**src/rtl/button_event_decoder_if.sv**
```systemverilog
// Write-stream input and event-output handshake of button_event_decoder.
// master = stream source / event consumer, slave = the decoder.
interface button_event_decoder_if;
    logic [7:0] pw_wdata;
    logic       pw_wcmd;
    logic       pw_wstb;
    logic       pw_end;
    logic       evt_valid;
    logic [5:0] evt_data;
    logic       evt_ready;

    modport master (
        output pw_wdata, pw_wcmd, pw_wstb, pw_end, evt_ready,
        input  evt_valid, evt_data
    );

    modport slave (
        input  pw_wdata, pw_wcmd, pw_wstb, pw_end, evt_ready,
        output evt_valid, evt_data
    );
endinterface

```
**src/rtl/button_event_decoder.sv**
```systemverilog
// Decodes button-report frames into press/release events buffered in a show-ahead FIFO.
// Optional auto-repeat of held direction buttons: define BUTTON_AUTOREPEAT_EN.
module button_event_decoder #(
    parameter logic [7:0]  CMD           = 8'hF4,
    parameter int unsigned FIFO_DEPTH    = 8,
    parameter int unsigned REPEAT_DELAY  = 24000000,
    parameter int unsigned REPEAT_PERIOD = 4800000
) (
    input  logic                         clk,
    input  logic                         rst,
    button_event_decoder_if.slave        bus,
    output logic [10:0]                  btn_state,
    output logic                         overflow,
    output logic                         frame_err,
    input  logic                         err_clr
);
    localparam int unsigned NBTN     = 11;
    localparam int unsigned AW       = (FIFO_DEPTH > 1) ? $clog2(FIFO_DEPTH) : 1;
    localparam int unsigned CW       = AW + 1;
    localparam logic [3:0]  LAST_IDX = 4'(NBTN - 1);

    if (FIFO_DEPTH < 2 || (FIFO_DEPTH & (FIFO_DEPTH - 1)) != 0 ||
        REPEAT_DELAY == 0 || REPEAT_PERIOD == 0) begin : g_bad_cfg
        $error("button_event_decoder: invalid parameter set");
    end

    // ---------------- frame parser ----------------
    logic [7:0]  r_cmd,      w_cmd_nxt;
    logic        r_have_cmd, w_have_cmd_nxt;
    logic [2:0]  r_cnt,      w_cnt_nxt;
    logic [26:0] r_word,     w_word_nxt;
    logic        w_frame_end_cmd, w_frame_new, w_frame_bad;
    logic [10:0] w_frame_btn;

    // A strobe in the same cycle as pw_end is folded in before the frame is judged.
    always_comb begin
        w_cmd_nxt      = r_cmd;
        w_have_cmd_nxt = r_have_cmd;
        w_cnt_nxt      = r_cnt;
        w_word_nxt     = r_word;
        if (bus.pw_wstb) begin
            if (bus.pw_wcmd) begin
                w_cmd_nxt      = bus.pw_wdata;
                w_have_cmd_nxt = 1'b1;
                w_cnt_nxt      = '0;
            end else begin
                w_word_nxt = {r_word[18:0], bus.pw_wdata};
                if (r_cnt != 3'd7) w_cnt_nxt = r_cnt + 3'd1;
            end
        end
    end

    assign w_frame_end_cmd = bus.pw_end & w_have_cmd_nxt & (w_cmd_nxt == CMD);
    assign w_frame_new     = w_frame_end_cmd & (w_cnt_nxt == 3'd4);
    assign w_frame_bad     = w_frame_end_cmd & (w_cnt_nxt != 3'd4);
    assign w_frame_btn     = w_word_nxt[26:16];

    always_ff @(posedge clk) begin
        if (rst) begin
            r_cmd      <= '0;
            r_have_cmd <= 1'b0;
            r_cnt      <= '0;
            r_word     <= '0;
        end else begin
            r_cmd      <= w_cmd_nxt;
            r_have_cmd <= w_have_cmd_nxt;
            r_cnt      <= w_cnt_nxt;
            r_word     <= w_word_nxt;
        end
    end

    // ---------------- scanner FSM ----------------
    typedef enum logic {S_IDLE = 1'b0, S_SCAN = 1'b1} state_t;

    state_t      r_state, w_state_nxt;
    logic [10:0] r_btn, r_chg, r_pend;
    logic        r_pend_vld;
    logic [3:0]  r_idx;
    logic        w_load, w_scan_push, w_pend_set, w_pend_clr;
    logic [10:0] w_load_val;

    always_ff @(posedge clk) begin
        if (rst) r_state <= S_IDLE;
        else     r_state <= w_state_nxt;
    end

    always_comb begin
        w_state_nxt = r_state;
        case (r_state)
            S_IDLE:  if (w_frame_new | r_pend_vld) w_state_nxt = S_SCAN;
            S_SCAN:  if (r_idx == LAST_IDX)        w_state_nxt = S_IDLE;
            default: w_state_nxt = S_IDLE;
        endcase
    end

    // A frame arriving in the same IDLE cycle as a pending one is newer and wins.
    always_comb begin
        w_load      = 1'b0;
        w_load_val  = w_frame_btn;
        w_scan_push = 1'b0;
        w_pend_set  = 1'b0;
        w_pend_clr  = 1'b0;
        case (r_state)
            S_IDLE: begin
                w_pend_clr = 1'b1;
                if (w_frame_new) begin
                    w_load = 1'b1;
                end else if (r_pend_vld) begin
                    w_load     = 1'b1;
                    w_load_val = r_pend;
                end
            end
            S_SCAN: begin
                w_scan_push = r_chg[r_idx];
                w_pend_set  = w_frame_new;
            end
            default: ;
        endcase
    end

    always_ff @(posedge clk) begin
        if (rst) begin
            r_btn      <= '0;
            r_chg      <= '0;
            r_idx      <= '0;
            r_pend     <= '0;
            r_pend_vld <= 1'b0;
        end else begin
            if (w_load) begin
                r_btn <= w_load_val;
                r_chg <= w_load_val ^ r_btn;
                r_idx <= '0;
            end else if (r_state == S_SCAN) begin
                r_idx <= r_idx + 4'd1;
            end
            if (w_pend_set) begin
                r_pend_vld <= 1'b1;
                r_pend     <= w_frame_btn;
            end else if (w_pend_clr) begin
                r_pend_vld <= 1'b0;
            end
        end
    end

    // ---------------- auto-repeat ----------------
    logic       w_rpt_push;
    logic [5:0] w_rpt_data;

`ifdef BUTTON_AUTOREPEAT_EN
    localparam int unsigned RPT_MAX = (REPEAT_DELAY > REPEAT_PERIOD) ? REPEAT_DELAY : REPEAT_PERIOD;
    localparam int unsigned RW      = $clog2(RPT_MAX + 1);

    logic [RW-1:0] r_rpt_cnt, w_rpt_lim;
    logic          r_rpt_first, r_rpt_req;
    logic [3:0]    r_rpt_code, w_rpt_code;
    logic          w_rpt_restart, w_rpt_held, w_rpt_fire;

    assign w_rpt_restart = w_load & (w_load_val != r_btn);
    assign w_rpt_held    = |r_btn[3:0];
    assign w_rpt_lim     = r_rpt_first ? RW'(REPEAT_DELAY - 1) : RW'(REPEAT_PERIOD - 1);
    assign w_rpt_fire    = ~w_rpt_restart & w_rpt_held & (r_rpt_cnt == w_rpt_lim);
    assign w_rpt_push    = r_rpt_req & (r_state == S_IDLE) & ~w_rpt_restart;
    assign w_rpt_data    = {2'b11, r_rpt_code};

    // Lowest-index held direction button is the one that repeats.
    always_comb begin
        w_rpt_code = 4'd3;
        if (r_btn[2]) w_rpt_code = 4'd2;
        if (r_btn[1]) w_rpt_code = 4'd1;
        if (r_btn[0]) w_rpt_code = 4'd0;
    end

    always_ff @(posedge clk) begin
        if (rst) begin
            r_rpt_cnt   <= '0;
            r_rpt_first <= 1'b1;
            r_rpt_req   <= 1'b0;
            r_rpt_code  <= '0;
        end else if (w_rpt_restart) begin
            r_rpt_cnt   <= '0;
            r_rpt_first <= 1'b1;
            r_rpt_req   <= 1'b0;
        end else begin
            if (w_rpt_held) begin
                if (r_rpt_cnt == w_rpt_lim) begin
                    r_rpt_cnt   <= '0;
                    r_rpt_first <= 1'b0;
                end else begin
                    r_rpt_cnt <= r_rpt_cnt + RW'(1);
                end
            end
            if (w_rpt_fire) begin
                r_rpt_req  <= 1'b1;
                r_rpt_code <= w_rpt_code;
            end else if (w_rpt_push) begin
                r_rpt_req <= 1'b0;
            end
        end
    end
`else
    assign w_rpt_push = 1'b0;
    assign w_rpt_data = '0;
`endif

    // ---------------- event FIFO ----------------
    logic          w_push, w_pop, w_full, w_push_ok, w_drop;
    logic [5:0]    w_push_data;
    logic [5:0]    r_mem [FIFO_DEPTH];
    logic [AW-1:0] r_wr_ptr, r_rd_ptr;
    logic [CW-1:0] r_count, w_count_nxt;
    logic          r_valid;

    assign w_push      = w_scan_push | w_rpt_push;
    assign w_push_data = w_scan_push ? {1'b0, r_btn[r_idx], r_idx} : w_rpt_data;
    assign w_pop       = r_valid & bus.evt_ready;
    assign w_full      = (r_count == CW'(FIFO_DEPTH));
    assign w_push_ok   = w_push & (~w_full | w_pop);
    assign w_drop      = w_push & w_full & ~w_pop;
    assign w_count_nxt = r_count + CW'(w_push_ok) - CW'(w_pop);

    always_ff @(posedge clk) begin
        if (rst) begin
            r_wr_ptr <= '0;
            r_rd_ptr <= '0;
            r_count  <= '0;
            r_valid  <= 1'b0;
        end else begin
            if (w_push_ok) r_wr_ptr <= r_wr_ptr + AW'(1);
            if (w_pop)     r_rd_ptr <= r_rd_ptr + AW'(1);
            r_count <= w_count_nxt;
            r_valid <= (w_count_nxt != '0);
        end
    end

    always_ff @(posedge clk) begin
        if (w_push_ok) r_mem[r_wr_ptr] <= w_push_data;
    end

    // ---------------- sticky errors ----------------
    logic r_overflow, r_frame_err;

    always_ff @(posedge clk) begin
        if (rst) begin
            r_overflow  <= 1'b0;
            r_frame_err <= 1'b0;
        end else begin
            if (w_drop)           r_overflow <= 1'b1;
            else if (err_clr)     r_overflow <= 1'b0;
            if (w_frame_bad)      r_frame_err <= 1'b1;
            else if (err_clr)     r_frame_err <= 1'b0;
        end
    end

    assign btn_state     = r_btn;
    assign overflow      = r_overflow;
    assign frame_err     = r_frame_err;
    assign bus.evt_valid = r_valid;
    assign bus.evt_data  = r_mem[r_rd_ptr];
endmodule
```
**src/flat_wrapper.sv**
```systemverilog
// flat-port wrapper written by rule: the top's interface ports become plain ports
module button_event_decoder_flat 
#(
    parameter logic [7:0]  CMD           = 8'hF4,
    parameter int unsigned FIFO_DEPTH    = 8,
    parameter int unsigned REPEAT_DELAY  = 24000000,
    parameter int unsigned REPEAT_PERIOD = 4800000
)
  (clk, rst, btn_state, overflow, frame_err, err_clr, bus_pw_wdata, bus_pw_wcmd, bus_pw_wstb, bus_pw_end, bus_evt_ready, bus_evt_valid, bus_evt_data);
  button_event_decoder_if bus_i ();
  input  logic clk;
  input  logic rst;
  output logic [10:0] btn_state;
  output logic overflow;
  output logic frame_err;
  input  logic err_clr;
  input wire logic [$bits(bus_i.pw_wdata)-1:0] bus_pw_wdata;
  input wire logic [$bits(bus_i.pw_wcmd)-1:0] bus_pw_wcmd;
  input wire logic [$bits(bus_i.pw_wstb)-1:0] bus_pw_wstb;
  input wire logic [$bits(bus_i.pw_end)-1:0] bus_pw_end;
  input wire logic [$bits(bus_i.evt_ready)-1:0] bus_evt_ready;
  output wire logic [$bits(bus_i.evt_valid)-1:0] bus_evt_valid;
  output wire logic [$bits(bus_i.evt_data)-1:0] bus_evt_data;
  assign bus_i.pw_wdata = bus_pw_wdata;
  assign bus_i.pw_wcmd = bus_pw_wcmd;
  assign bus_i.pw_wstb = bus_pw_wstb;
  assign bus_i.pw_end = bus_pw_end;
  assign bus_i.evt_ready = bus_evt_ready;
  assign bus_evt_valid = bus_i.evt_valid;
  assign bus_evt_data = bus_i.evt_data;
  button_event_decoder #(.CMD(CMD), .FIFO_DEPTH(FIFO_DEPTH), .REPEAT_DELAY(REPEAT_DELAY), .REPEAT_PERIOD(REPEAT_PERIOD)) u_core (.clk(clk), .rst(rst), .bus(bus_i), .btn_state(btn_state), .overflow(overflow), .frame_err(frame_err), .err_clr(err_clr));
endmodule
```
**config.mk**
```make
export PLATFORM = sky130hd
export DESIGN_NAME = button_event_decoder_flat
export DESIGN_NICKNAME = d
export VERILOG_FILES = /design/src/rtl/button_event_decoder_if.sv /design/src/rtl/button_event_decoder.sv /design/src/flat_wrapper.sv
export SDC_FILE = /design/constraint.sdc
export NUM_CORES = 1
export LEC_CHECK = 0
export CAP_MARGIN = 40
export CORE_MARGIN = 2
export CORE_UTILIZATION = 50
export CTS_CLUSTER_SIZE = 40
export DETAILED_ROUTE_END_ITERATION = 16
export PLACE_DENSITY = 0.69
export SYNTH_ARGS = -nofsm -noshare
export SYNTH_HDL_FRONTEND = slang
export SYNTH_SLANG_ARGS = --single-unit
```
**constraint.sdc**
```tcl
create_clock -name clk -period 5.21 [get_ports clk]
set_input_delay 1.042 -clock clk [delete_from_list [all_inputs] [get_ports clk]]
set_output_delay 1.042 -clock clk [all_outputs]
set_load 0.03 [all_outputs]
```
==> impl_metrics.csv, run 1 <==
group,metric,value,unit
outcome,status,"completed",
critical_path,cp_slowest_cell,"dfxtp_1",
global_routing,antenna_found_initial,0,
power_and_ir_drop,power_frac_seq,45.0,%
critical_path,startpoint_type,"flop",
sta,fin_tns_setup,0,ns
sta,clock.fmax,259.5,MHz
route,via_count,3733,
yosys,ys_ff_latch,134,
global_routing,grt_use_total,19.28,%
sta,finalSetupViolations,0,
floorplan,io_pins,35,
power_and_ir_drop,vdd_drop_max,191.3,uV
floorplan,die_x,110.3,um
route,drtPass1Iterations,4,
route,ant_nets,0,
place,place_ws,1.037,ns
finish,nets,582,
critical_path,end_kind,"flop",
critical_path,cp.depth,13,
critical_path,crit_buf_inv,2,
route,drt_iter0_drc,206,
critical_path,arrival,4.13,ns
sta,slew_headroom,42.66,%
finish,final_cells,710,
floorplan,start_util,51.65,%
critical_path,worstRegToRegCells,13,
place,gp_congestion,0.8333,
sta,layout_min_cycle_time,3.853,ns
worst_hold_path,whs_path_depth,2,
global_routing,overflow,0,
sta,worst_pin_slew,0.8536,ns
floorplan,dieArea,0.01216,mm2
finish,fillCellCount,911,
job,max_cap_viol_count,0,
finish,seqCellArea,0.003083,mm2
yosys,yosysWarnings,0,
route,drc,0,
power_and_ir_drop,p_int,1.900,mW
yosys,synth_area,0.005648,mm2
finish,antenna_cells,0,
route,drt_wl_total,10.49,mm
route,vias_per_cell,5.258,
finish,area_growth,17.08,%
yosys,synth_fp_nets,550,
floorplan,rows,38,
yosys,syn_inst,525,
critical_path,slowest_delay,0.69,ns
place,place_inst,674,
yosys,synth-compound-area-share,8.219,%
power_and_ir_drop,p_comb_share,11.5,%
yosys,ys_seq_area_share,54.59,%
yosys,synth-simple-area-share,17.04,%
clock_tree,cts_setup_buffers,0,
yosys,synthMuxAreaShare,11.19,%
yosys,synth-main-ff-cell,"dfxtp_1",
floorplan,die_h,110.3,um
global_routing,grt_pass1_vias,3675,
finish,drive_gt1_share,13.86,%
yosys,syn_avg_cell_area,10.76,um2
yosys,async_reset_ff_share,0,%
yosys,synth_top_family_by_area,"simple AND/OR/NAND/NOR gates",
global_routing,grt_pass1_wl,17.66,mm
sta,period_share,73.96,%
route,route.detailed.wl_per_inst,14.78,um
sta,rsz0062_at_grt,"false",
sta,hold_viol,0,
yosys,synth-xor-area-share,3.101,%
critical_path,path_max_fanout,11,
yosys,synth_top_cell_area_share,33.32,%
clock_tree,cts_tree,"done",
clock_tree,cts_resized,0,
yosys,synth-edff-count,40,
floorplan,coreArea,0.01094,mm2
critical_path,crit_type,"reg2reg",
clock_tree,clk_pin_slew,0.06,ns
power_and_ir_drop,p_per_area,382.9,mW/mm2
finish,final_area,0.006613,mm2
yosys,synthAdderAreaFrac,2.348,%
place,place_hpwl,7.220,mm
clock_tree,hold_buffers,0,
sta,hold_ws,0.4488,ns
sta,clock-skew-final,0.008624,ns
clock_tree,cts.sink_count,134,
worst_hold_path,holdCritPathClass,"reg2reg",
sta,finalWorstSetupSlack,1.357,ns
global_routing,grt_max_degree,68,
finish,multiInputGateArea,0.002370,mm2
critical_path,required,5.49,ns
yosys,synth_cell_type_count,57,
finish,fin_util,60.47,%
yosys,synth_top_cell_by_area,"dfxtp_1",
power_and_ir_drop,p_leak,2.483,nW
clock_tree,cts-root-buf,"clkbuf_16",
clock_tree,h-tree-depth,4,
place,place_area,0.006036,mm2
critical_path,critPathTopFamily,"simple AND/OR/NAND/NOR gates",
clock_tree,clockBufferDepth,2,
power_and_ir_drop,p_switching,0.6322,mW
place,port_buffers,33,
clock_tree,clkLatencyLatePin,0.41,ns
critical_path,crit_chain,"mux4_2 > and2_4 > a211oi_4 > nor3_1 > nor2_2 > inv_2 > nand2_1 > ha_1 > inv_1 > fa_1 > xor2_1 > nor2_1 > or4_1",
power_and_ir_drop,power,2.532,mW
sta,finalMaxSlewViolations,0,
power_and_ir_drop,clock_power_share,43.5,%
clock_tree,numCtsBuffers,17,
power_and_ir_drop,swShare,24.97,%
yosys,synth.area.top_cells,"dfxtp_1, edfxtp_1, nand2_1",
state kept, by name (all words and copies together), names as in the netlist, 3 cells and up, named ones only:
| signal | count |
|---|---|
| u_core.r_pend | 11 |
| u_core.r_word | 27 |
| u_core.r_mem | 40 |
| u_core.r_chg | 11 |
| u_core.r_wr_ptr | 3 |
| u_core.btn_state | 11 |
| u_core.r_idx | 4 |
| u_core.r_count | 4 |
| u_core.r_cmd | 8 |
| u_core.r_rd_ptr | 3 |
| u_core.r_cnt | 3 |
power by group through the flow:
stage / clock, mW / sequential [mW] / combinational, mW
global placement: 0 / 1.16 / 0.285
global route: 1.17 / 1.15 / 0.322
floorplan: 0 / 1.15 / 0.224
detailed placement: 0 / 1.16 / 0.293
CTS: 1.12 / 1.14 / 0.296
finish: 1.10 / 1.14 / 0.292
cells in the final DEF (no fill, tap or decap), types with 6 or more instances in the layout:
master	instances
ha_1	9
clkinvlp_4	6
edfxtp_1	40
xor2_1	18
mux4_2	14
nand2_1	114
dfxtp_1	94
clkbuf_16	17
mux2i_1	26
nor2_1	31
a21oi_1	34
nor2b_1	14
nand2b_1	8
clkdlybuf4s50_1	32
inv_1	8
o21ai_1	19
synth_stat cells (all sizes together), types with 2 or more instances:
library cell and instances:
nand2 115, mux4 14, nor3 5, and2 5, a21oi 34, nand3 3, nor3b 5, o21ai 23
xnor2 2, o2bb2ai 2, nand4 3, buf 13, mux2 5, nand2b 8, nor2 33, nor4 4
xor2 18, mux2i 26, o21bai 2, a211oi 2, clkbuf 16, edfxtp 40, inv 10, dfxtp 94
ha 9, a31oi 2, nor2b 14, or4 2, and3 3
final timing paths:
check	end	slack [ns]	startpoint
setup reg to reg	u_core.bus.evt_valid$_SDFF_PP0_	1.36	u_core.r_idx[0]$_SDFFE_PP0P_
hold / removal	u_core.r_chg[8]$_SDFFE_PP0P_	0.45	u_core.r_chg[8]$_SDFFE_PP0P_
setup / recovery	u_core.bus.evt_valid$_SDFF_PP0_	1.36	u_core.r_idx[0]$_SDFFE_PP0P_
hold reg to reg	u_core.r_chg[8]$_SDFFE_PP0P_	0.45	u_core.r_chg[8]$_SDFFE_PP0P_
metal layers:
metal,global-route usage [%],vias to the layer above,routed length (um)
li1,-,1875,-
met1,25.81,1793,4981
met2,30.32,59,5033
met3,5.056,6,386
met4,7.054,0,91
met5,0,-,0
cell families (layout without fill, tap and decap cells):
logic type	Yosys count	in the layout
XOR/XNOR	20	20
AO/OA/AOI/OAI	72	72
other	1	1
buffers and inverters	39	84
AND/OR/NAND/NOR	204	204
adder cells (fa/ha/maj)	10	10
flip-flops	134	134
multiplexers	45	45
final cells by class:
class	count	share of cell area, %
multi-input combinational	352	35.84
timing repair buffer	42	5.903
sequential	134	46.62
inverter	10	0.5676
clock buffer	17	6.433
tap	140	2.649
clock inverter	15	1.987
worst min-delay path, delay by kind of cell, from the launching register on:
family,cells,cell delay [ns]
AOI/OAI and AO/OA,1,0.05
and+or+nand+nor,1,0.05
DFF,1,0.31
(Power assumes the default switching activity.)
==> inputs of run 2 (changes only) <==
- clock period: 5.21 -> 4 ns (I/O delays scaled with it)
==> impl_metrics.csv, run 2 (synthesized netlist as in run 1, its figures left out) <==
group,metric,value,unit
place,place_hpwl,7.291,mm
worst_hold_path,holdCritPathClass,"reg2reg",
power_and_ir_drop,vdd_drop_max,285.9,uV
sta,clock.fmax,278.1,MHz
floorplan,io_pins,35,
floorplan,rows,38,
outcome,status,"completed",
clock_tree,cts_setup_buffers,0,
floorplan,die_x,110.3,um
critical_path,arrival,3.87,ns
finish,drive_gt1_share,13.72,%
finish,final_cells,716,
finish,area_growth,18.63,%
critical_path,startpoint_type,"flop",
route,drt_iter0_drc,184,
finish,antenna_cells,0,
critical_path,r2r_end,"u_core.bus.evt_valid$_SDFF_PP0_",
clock_tree,cts_tree,"done",
route,drc,0,
sta,layout_min_cycle_time,3.596,ns
clock_tree,clockBufferDepth,2,
place,place_ws,0.3856,ns
global_routing,antenna_found_initial,0,
route,ant_nets,0,
critical_path,required,4.28,ns
clock_tree,cts-root-buf,"clkbuf_16",
finish,largest_reg_flops,40,
critical_path,worstRegToRegCells,13,
critical_path,r2r-start,"u_core.r_idx[0]$_SDFFE_PP0P_",
critical_path,path_max_fanout,5,
finish,nets,588,
place,gp_congestion,0.7626,
place,port_buffers,33,
global_routing,grt_max_degree,41,
floorplan,die_h,110.3,um
clock_tree,clk_pin_slew,0.05,ns
critical_path,reg2reg_slack,0.40,ns
sta,fin_tns_setup,0,ns
floorplan,start_util,51.65,%
power_and_ir_drop,p_leak,2.540,nW
sta,rsz0062_at_grt,"false",
floorplan,dieArea,0.01216,mm2
sta,clock-skew-final,0.006778,ns
sta,hold_viol,0,
finish,top_register,"u_core.r_mem",
route,drt_wl_total,10.45,mm
place,place_inst,684,
critical_path,cp-endpoint,"u_core.bus.evt_valid$_SDFF_PP0_",
finish,reg.largest.list,"u_core.r_mem: 40 flops, u_core.r_word: 27 flops",
critical_path,crit_type,"reg2reg",
critical_path,end_kind,"flop",
clock_tree,hold_buffers,0,
floorplan,coreArea,0.01094,mm2
route,via_count,3704,
route,drtPass1Iterations,4,
finish,mostFrequentLayoutCell,"nand2_1",
route,vias_per_cell,5.173,
global_routing,grt_pass1_vias,3613,
global_routing,grt_use_total,19.04,%
clock_tree,clkLatencyLatePin,0.40,ns
sta,slew_headroom,51.22,%
sta,period_share,89.90,%
clock_tree,numCtsBuffers,17,
sta,hold_ws,0.4459,ns
critical_path,crit_start,"u_core.r_idx[0]$_SDFFE_PP0P_",
job,max_cap_viol_count,0,
clock_tree,h-tree-depth,4,
clock_tree,cts.sink_count,134,
sta,worst_pin_slew,0.7317,ns
clock_tree,cts_resized,0,
power_and_ir_drop,p_per_area,512.2,mW/mm2
sta,finalMaxSlewViolations,0,
route,route.detailed.wl_per_inst,14.59,um
global_routing,grt_pass1_wl,17.51,mm
sta,finalWorstSetupSlack,0.4040,ns
finish,final_cell_mix,"nand2_1, dfxtp_1, edfxtp_1",
global_routing,overflow,0,
sta,finalSetupViolations,0,
[run 2: changes by cell type in the layout (fill, tap and decap cells not counted), sizes merged]
cell	before	now
clkbuf	18	20
clkdlybuf4s18	1	0
bufinv	1	4
clkinvlp	6	2
buf	7	15
inv	12	10
[run 2: layout make-up]
type	instances	area (um2)
clock buffers	20	436.7
clock inverters	12	160.2
fillers	926	4235
inverters	10	37.54
multi-input cells	352	2370
flip-flops and latches	134	3083
well taps	140	175.2
repair buffers	48	437.9
[run 2: worst min-delay path by stage]
| stage | start | endpoint | depth (start not counted) |
|---|---|---|---|
| after floorplan | u_core.r_chg[2]$_SDFFE_PP0P_ | u_core.r_chg[2]$_SDFFE_PP0P_ | 2 |
| after global placement | u_core.r_chg[8]$_SDFFE_PP0P_ | u_core.r_chg[8]$_SDFFE_PP0P_ | 2 |
| after detailed placement | u_core.r_chg[8]$_SDFFE_PP0P_ | u_core.r_chg[8]$_SDFFE_PP0P_ | 2 |
| after CTS | u_core.r_chg[8]$_SDFFE_PP0P_ | u_core.r_chg[8]$_SDFFE_PP0P_ | 2 |
| after global routing | u_core.r_word[1]$_SDFFE_PP0P_ | u_core.r_word[9]$_SDFFE_PP0P_ | 2 |
| final | u_core.r_chg[8]$_SDFFE_PP0P_ | u_core.r_chg[8]$_SDFFE_PP0P_ | 2 |
[run 2: layer usage]
layer  vias up  track usage (%)  wire length, um
met2        67            30.76             4992
met1      1745            24.95             5021
met5         -                0                0
met4         0            6.696              116
met3         8            4.821              318
li1       1884                -                -
[run 2: metrics by stage]
stage                     cell area [um2]  util, %  total power, mW
final                                6700    61.27            3.432
after global routing                 6700    61.27            3.574
after CTS                            6700    61.27            3.465
after floorplan                      5648        -            1.785
after detailed placement             6103    55.81            1.902
after global placement               6088    55.68            1.886
[run 2: power breakdown]
part           switching, mW  internal (mW)
Combinational          0.192          0.190
Clock                  0.536           1.03
Sequential            0.0483           1.44
Total                  0.776           2.66
[run 2: worst max-delay path: stages (launching register included)]
cell	delay (ns)
dfxtp_1	0.47
mux4_2	0.53
and2_4	0.18
a211oi_4	0.37
nor3_1	0.20
nor2_2	0.22
inv_2	0.05
nand2_1	0.06
ha_1	0.17
inv_1	0.06
fa_1	0.40
xor2_1	0.17
nor2_1	0.06
or4_1	0.53
